File: src/rtl/csa_accum_ctrl_if.sv
// Handshake bundle for the carry-save accumulator controller.
//   cmd channel : cmd_valid/cmd_ready with cmd_count (operands in the command)
//   op channel  : op_valid/op_ready with op_data (unsigned operand)
//   res channel : res_valid/res_ready with res_data (binary sum, OP_W+CNT_W bits)
//   busy        : controller status, high whenever a command is in flight
// master = command/operand producer and result consumer; slave = controller.
interface csa_accum_ctrl_if #(
  parameter int OP_W  = 17,
  parameter int CNT_W = 4
);
  localparam int ACC_W = OP_W + CNT_W;

  logic             cmd_valid;
  logic             cmd_ready;
  logic [CNT_W-1:0] cmd_count;
  logic             op_valid;
  logic             op_ready;
  logic [OP_W-1:0]  op_data;
  logic             res_valid;
  logic             res_ready;
  logic [ACC_W-1:0] res_data;
  logic             busy;

  modport master (
    output cmd_valid, cmd_count, op_valid, op_data, res_ready,
    input  cmd_ready, op_ready, res_valid, res_data, busy
  );

  modport slave (
    input  cmd_valid, cmd_count, op_valid, op_data, res_ready,
    output cmd_ready, op_ready, res_valid, res_data, busy
  );
endinterface

File: src/rtl/csa_accum_ctrl.sv
// Sequencer for a multi-operand accumulator built on one 3:2 compressor.
// A command supplies an operand count; that many operands are folded into a
// redundant sum/carry pair, then one registered carry-propagate add produces
// the binary result, offered on a valid/ready channel.
// Ports:
//   clk   : rising-edge clock
//   rst_n : asynchronous active-low reset
//   bus   : csa_accum_ctrl_if.slave (cmd / op / res channels and busy)
module csa_accum_ctrl #(
  parameter int OP_W  = 17,
  parameter int CNT_W = 4
) (
  input  logic            clk,
  input  logic            rst_n,
  csa_accum_ctrl_if.slave bus
);
  // Wide enough for (2^CNT_W-1) operands of 2^OP_W-1: the sum never overflows.
  localparam int ACC_W = OP_W + CNT_W;

  typedef enum logic [1:0] {
    IDLE    = 2'd0,
    ACCUM   = 2'd1,
    RESOLVE = 2'd2,
    DONE    = 2'd3
  } state_t;

  state_t           state, state_next;
  logic [ACC_W-1:0] sum_reg, carry_reg, res_reg;
  logic [CNT_W-1:0] remaining;
  // RESOLVE spans two edges: the first registers the carry-propagate add,
  // the second presents it, so res_valid follows the last accept by two edges.
  logic             resolve_phase;

  logic             cmd_ready, op_ready, res_valid, busy;
  logic             cmd_fire, op_fire, res_fire;
  logic [ACC_W-1:0] op_ext, csa_sum, csa_maj;

  assign cmd_fire = bus.cmd_valid & cmd_ready;
  assign op_fire  = bus.op_valid & op_ready;
  assign res_fire = res_valid & bus.res_ready;

  // 3:2 compressor on the redundant pair and the zero-extended operand.
  assign op_ext  = ACC_W'(bus.op_data);
  assign csa_sum = sum_reg ^ carry_reg ^ op_ext;
  assign csa_maj = (sum_reg & carry_reg) | (sum_reg & op_ext) | (carry_reg & op_ext);

  // State register.
  // NOTE: sequential state uses non-blocking assignments so every register
  // samples pre-edge values regardless of statement order.
  always_ff @(posedge clk or negedge rst_n) begin
    if (!rst_n) state <= IDLE;
    else        state <= state_next;
  end

  // Next-state logic.
  // NOTE: the default assignment at the top of each always_comb keeps every
  // path assigned, so no latch is inferred.
  always_comb begin
    state_next = state;
    unique case (state)
      IDLE:    if (cmd_fire) state_next = (bus.cmd_count != '0) ? ACCUM : RESOLVE;
      ACCUM:   if (op_fire && remaining == CNT_W'(1)) state_next = RESOLVE;
      RESOLVE: if (resolve_phase) state_next = DONE;
      DONE:    if (res_fire) state_next = IDLE;
      default: state_next = IDLE;
    endcase
  end

  // Output logic: all handshake outputs decode directly from the state, so
  // they are glitch-free relative to inputs and reset with the state.
  always_comb begin
    cmd_ready = 1'b0;
    op_ready  = 1'b0;
    res_valid = 1'b0;
    busy      = 1'b1;
    unique case (state)
      IDLE:    begin cmd_ready = 1'b1; busy = 1'b0; end
      ACCUM:   op_ready  = 1'b1;
      RESOLVE: ;
      DONE:    res_valid = 1'b1;
      default: ;
    endcase
  end

  // Datapath registers.
  // NOTE: every datapath register is reset so an interrupted command leaves
  // no partial sum or stale result behind.
  always_ff @(posedge clk or negedge rst_n) begin
    if (!rst_n) begin
      sum_reg       <= '0;
      carry_reg     <= '0;
      remaining     <= '0;
      res_reg       <= '0;
      resolve_phase <= 1'b0;
    end else begin
      unique case (state)
        IDLE: begin
          if (cmd_fire) begin
            sum_reg   <= '0;
            carry_reg <= '0;
            remaining <= bus.cmd_count;
          end
        end
        ACCUM: begin
          if (op_fire) begin
            sum_reg   <= csa_sum;
            // Majority bits carry into the next weight; the MSB falls off,
            // which is safe because the true total fits in ACC_W.
            carry_reg <= {csa_maj[ACC_W-2:0], 1'b0};
            remaining <= remaining - CNT_W'(1);
          end
        end
        RESOLVE: begin
          if (!resolve_phase) res_reg <= sum_reg + carry_reg;
          resolve_phase <= ~resolve_phase;
        end
        DONE: ;  // res_reg holds until the consumer takes it
        default: ;
      endcase
    end
  end

  assign bus.cmd_ready = cmd_ready;
  assign bus.op_ready  = op_ready;
  assign bus.res_valid = res_valid;
  assign bus.res_data  = res_reg;
  assign bus.busy      = busy;
endmodule

File: src/flat_wrapper.sv
// flat-port wrapper written by rule: the top's interface ports become plain ports
module csa_accum_ctrl_flat 
#(
  parameter int OP_W  = 17,
  parameter int CNT_W = 4
)
  (clk, rst_n, bus_cmd_valid, bus_cmd_count, bus_op_valid, bus_op_data, bus_res_ready, bus_cmd_ready, bus_op_ready, bus_res_valid, bus_res_data, bus_busy);
  csa_accum_ctrl_if #(.OP_W(OP_W), .CNT_W(CNT_W)) bus_i ();
  input  logic clk;
  input  logic rst_n;
  input wire logic [$bits(bus_i.cmd_valid)-1:0] bus_cmd_valid;
  input wire logic [$bits(bus_i.cmd_count)-1:0] bus_cmd_count;
  input wire logic [$bits(bus_i.op_valid)-1:0] bus_op_valid;
  input wire logic [$bits(bus_i.op_data)-1:0] bus_op_data;
  input wire logic [$bits(bus_i.res_ready)-1:0] bus_res_ready;
  output wire logic [$bits(bus_i.cmd_ready)-1:0] bus_cmd_ready;
  output wire logic [$bits(bus_i.op_ready)-1:0] bus_op_ready;
  output wire logic [$bits(bus_i.res_valid)-1:0] bus_res_valid;
  output wire logic [$bits(bus_i.res_data)-1:0] bus_res_data;
  output wire logic [$bits(bus_i.busy)-1:0] bus_busy;
  assign bus_i.cmd_valid = bus_cmd_valid;
  assign bus_i.cmd_count = bus_cmd_count;
  assign bus_i.op_valid = bus_op_valid;
  assign bus_i.op_data = bus_op_data;
  assign bus_i.res_ready = bus_res_ready;
  assign bus_cmd_ready = bus_i.cmd_ready;
  assign bus_op_ready = bus_i.op_ready;
  assign bus_res_valid = bus_i.res_valid;
  assign bus_res_data = bus_i.res_data;
  assign bus_busy = bus_i.busy;
  csa_accum_ctrl #(.OP_W(OP_W), .CNT_W(CNT_W)) u_core (.clk(clk), .rst_n(rst_n), .bus(bus_i));
endmodule
File: config.mk
export PLATFORM = sky130hd
export DESIGN_NAME = csa_accum_ctrl_flat
export DESIGN_NICKNAME = d
export VERILOG_FILES = /design/src/rtl/csa_accum_ctrl_if.sv /design/src/rtl/csa_accum_ctrl.sv /design/src/flat_wrapper.sv
export SDC_FILE = /design/constraint.sdc
export NUM_CORES = 1
export LEC_CHECK = 0
export CORE_ASPECT_RATIO = 0.75
export CORE_MARGIN = 3
export CORE_UTILIZATION = 50
export DETAILED_ROUTE_END_ITERATION = 8
export GPL_TIMING_DRIVEN = 0
export PLACE_DENSITY_LB_ADDON = 0.15
export SLEW_MARGIN = 30
export SYNTH_ARGS = -nofsm -noshare
export SYNTH_HDL_FRONTEND = slang
export SYNTH_SLANG_ARGS = --single-unit
File: constraint.sdc
create_clock -name clk -period 3.1 [get_ports clk]
set_input_delay 0.62 -clock clk [delete_from_list [all_inputs] [get_ports clk]]
set_output_delay 0.62 -clock clk [all_outputs]
set_load 0.03 [all_outputs]
==> flow_summary.toml <==
[timing]
final_hold_viol_count = 0
rsz0062_at_grt = "false"
relSlewSlack_pct = 55.46
fmax_mhz = 387.8
finalSetupViolCount = 0
fin_crit_sh_pct = 83.18
worstMarginPinSlew_ns = 0.6665
slew_viol_final = 0
setup_slack_ns = 0.5214
layout_min_cycle_time_ns = 2.579
finalClockSkew_ns = 0.007198

[setup_path]
reg2reg_setup_slack_ns = 0.52
crit_type = "reg -> reg"
cp.required_ns = 3.30
critPathLaunch = "u_core.carry_reg[1]$_DFFE_PN0P_"
reg2regPathDepth = 8
cp_max_fo = 5
endpoint_kind = "flip-flop"
endpoint = "u_core.bus.res_data[15]$_DFFE_PN0P_"
rr_endpoint = "u_core.bus.res_data[15]$_DFFE_PN0P_"
r2r_start = "u_core.carry_reg[1]$_DFFE_PN0P_"
start_kind = "flip-flop"
crit_arrival_ns = 2.78

[clocking]
cts_buffer_depth = 2
clkSinkCount = 69
cts-htree-levels = 3
post_cts_buffers = 0
clock_latency_ns = 0.33
clk_pin_slew_worst_paths_ns = 0.07
cts_resized = 0
postCtsHoldBufs = 0
cts_buffers = 9
cts_root_buf = "clkbuf_8"
tritoncts = "built"

[floorplanning]
coreArea_um2 = 7635
start_util_pct = 53.49
dieHeight_um = 84.27
row_count = 27
dieArea_um2 = 9300
fp.dieW_um = 110.4
io_pins = 51

[drt]
antenna_left = 0
routed_wirelength_um = 9889
vias = 3440
drtIter0Drc = 184
viasPerCell = 5.667
drt_pass1_iterations = 4
drc = 0
detail_route.wl_per_cell_um = 16.29

[grt]
antenna_found_initial = 0
grt_pass1_vias = 3537
grt_overflow = 0
grt_pass1_wl_um = 17110
grt_usage_pct = 23.13
grt_max_degree = 46

[logic_synthesis]
syn_area_per_cell_um2 = 9.282
synthArstFlopShare_pct = 100.0
syn-instance-count = 440
ys_types = 44
synthTopCellsByArea = "dfrtp_1, nand2_1, fa_1, ha_1, nand3_1"
synthFlopType = "dfrtp_1"
synth_edf_count = 0
yosys.cell_count.top_type = "nand2_1"
synth_top_area_share_pct = 42.28
yosysSeqAreaShare_pct = 42.28
synthesis.area_um2 = 4084
yosys-top-cells-count = "nand2_1, dfrtp_1, nand3_1"
synth-seq-cells = 69
ys_warn_count = 0
synth_top_cell_by_area = "dfrtp_1"
synth_nets = 509

[pwr]
leakagePower_nw = 2.396
power_switching_mw = 1.605
power_density_nw_per_um2 = 729.0
power.share.switching_pct = 44.82
p_clk_share_pct = 19.4
irDropWorstVdd_mv = 0.7628
p_int_mw = 1.976
power_frac_seq_pct = 34.0
p_comb_share_pct = 46.6

[place]
placed_area_um2 = 4736
gp_congestion = 0.9101
portBuffers = 50
pre_cts_ws_ns = 0.5861
dp_hpwl_um = 7421

[worst_hold_path]
holdCritPathClass = "in -> async"

[run]
drv_cap = 0

[finish]
final_layout_size_suffix_gt1_share_pct = 4.545
syn_to_final_growth_pct = 20.25
stdcell_area_um2 = 4911
multi_input_area_um2 = 2240
nFillCells = 678
area.sequential_um2 = 1727
nets = 571
antenna_cells = 0

[outcome]
run_status = "finished clean"
[critical path, cell delays in order, from the launching register on]
cell and delay [ns]:
dfrtp_1 0.43, ha_1 0.27, fa_1 0.43, a211oi_1 0.35
o21a_1 0.26, o21ai_4 0.08, a41oi_4 0.32, xor2_1 0.22
o21ai_0 0.09
[cells by family after synthesis]
family / after synthesis / share of synthesized area (%)
xor+xnor: 17 / 3.646
simple gates: 193 / 20.34
compound gates: 87 / 14.25
fa+ha+maj: 43 / 16.30
buf+inv: 30 / 2.910
flops: 69 / 42.28
mux: 1 / 0.2757
[power groups by stage]
stage | logic, mW | clock network [mW] | registers, mW
5_1_grt | 1.86 | 0.754 | 1.24
6_report | 1.67 | 0.695 | 1.22
3_3_place_gp | 1.62 | 0 | 1.23
2_1_floorplan | 0.986 | 0 | 1.30
4_1_cts | 1.67 | 0.708 | 1.22
3_5_place_dp | 1.66 | 0 | 1.23
[final cells by class]
class                           instances  area share, %
Buffer                                 21          1.732
Inverter                                9         0.6879
Multi-Input combinational cell        341          45.61
Tap cell                              101          2.573
Clock buffer                           13          2.828
Timing Repair Buffer                   51          10.70
Clock inverter                          2         0.7134
Sequential cell                        69          35.16
[per-stage QoR]
stage                     instances  hold WS, ns  TNS [ns]  util (%)  total power, mW
after floorplan                 440       0.3244         0         -            2.288
after global placement          591       0.4535    -65.28     61.70            2.847
after detailed placement        592       0.4600         0     62.03            2.896
after CTS                       607       0.1806         0     64.31            3.594
after global routing            607       0.1853         0     64.32            3.854
final                           607       0.1835         0     64.32            3.580
[per-layer routing]
layer	share of wire, %	vias to the layer above	wire length [um]	global-route usage [%]
met5	0	-	0	0
met4	0.91	0	90	6.040
met3	5.5	10	542	4.996
met2	44	90	4386	35.52
met1	49	1695	4870	33.30
li1	-	1645	-	-
[layout by cell type, fill, tap and decap left out, types with 4 or more instances in the layout]
cell type and n:
dfrtp_1 69, buf_1 5, fa_1 17, nand3_1 46, o211ai_1 7, o21a_1 5, a31oi_1 5, nor2_1 6
ha_1 26, clkbuf_1 15, clkbuf_8 9, inv_1 9, xor2_1 9, o21ai_0 22, nand2_1 123, clkdlybuf4s50_1 49
a21oi_1 18, buf_2 5, xnor2_1 8, a21o_1 4
[how the worst min path moves through the flow]
stage | startpoint | endpoint | slack (ns) | cells after the start
after CTS | rst_n | u_core.sum_reg[3]$_DFFE_PN0P_ | 0.18 | 1
final | rst_n | u_core.sum_reg[3]$_DFFE_PN0P_ | 0.18 | 1
after global routing | rst_n | u_core.sum_reg[3]$_DFFE_PN0P_ | 0.19 | 1
after detailed placement | u_core.bus.res_data[7]$_DFFE_PN0P_ | u_core.bus.res_data[7]$_DFFE_PN0P_ | 0.46 | 2
after global placement | u_core.bus.res_data[7]$_DFFE_PN0P_ | u_core.bus.res_data[7]$_DFFE_PN0P_ | 0.45 | 2
after floorplan | rst_n | u_core.bus.res_data[0]$_DFFE_PN0P_ | 0.32 | 0
No activity file was read; power rests on OpenSTA's default activity.
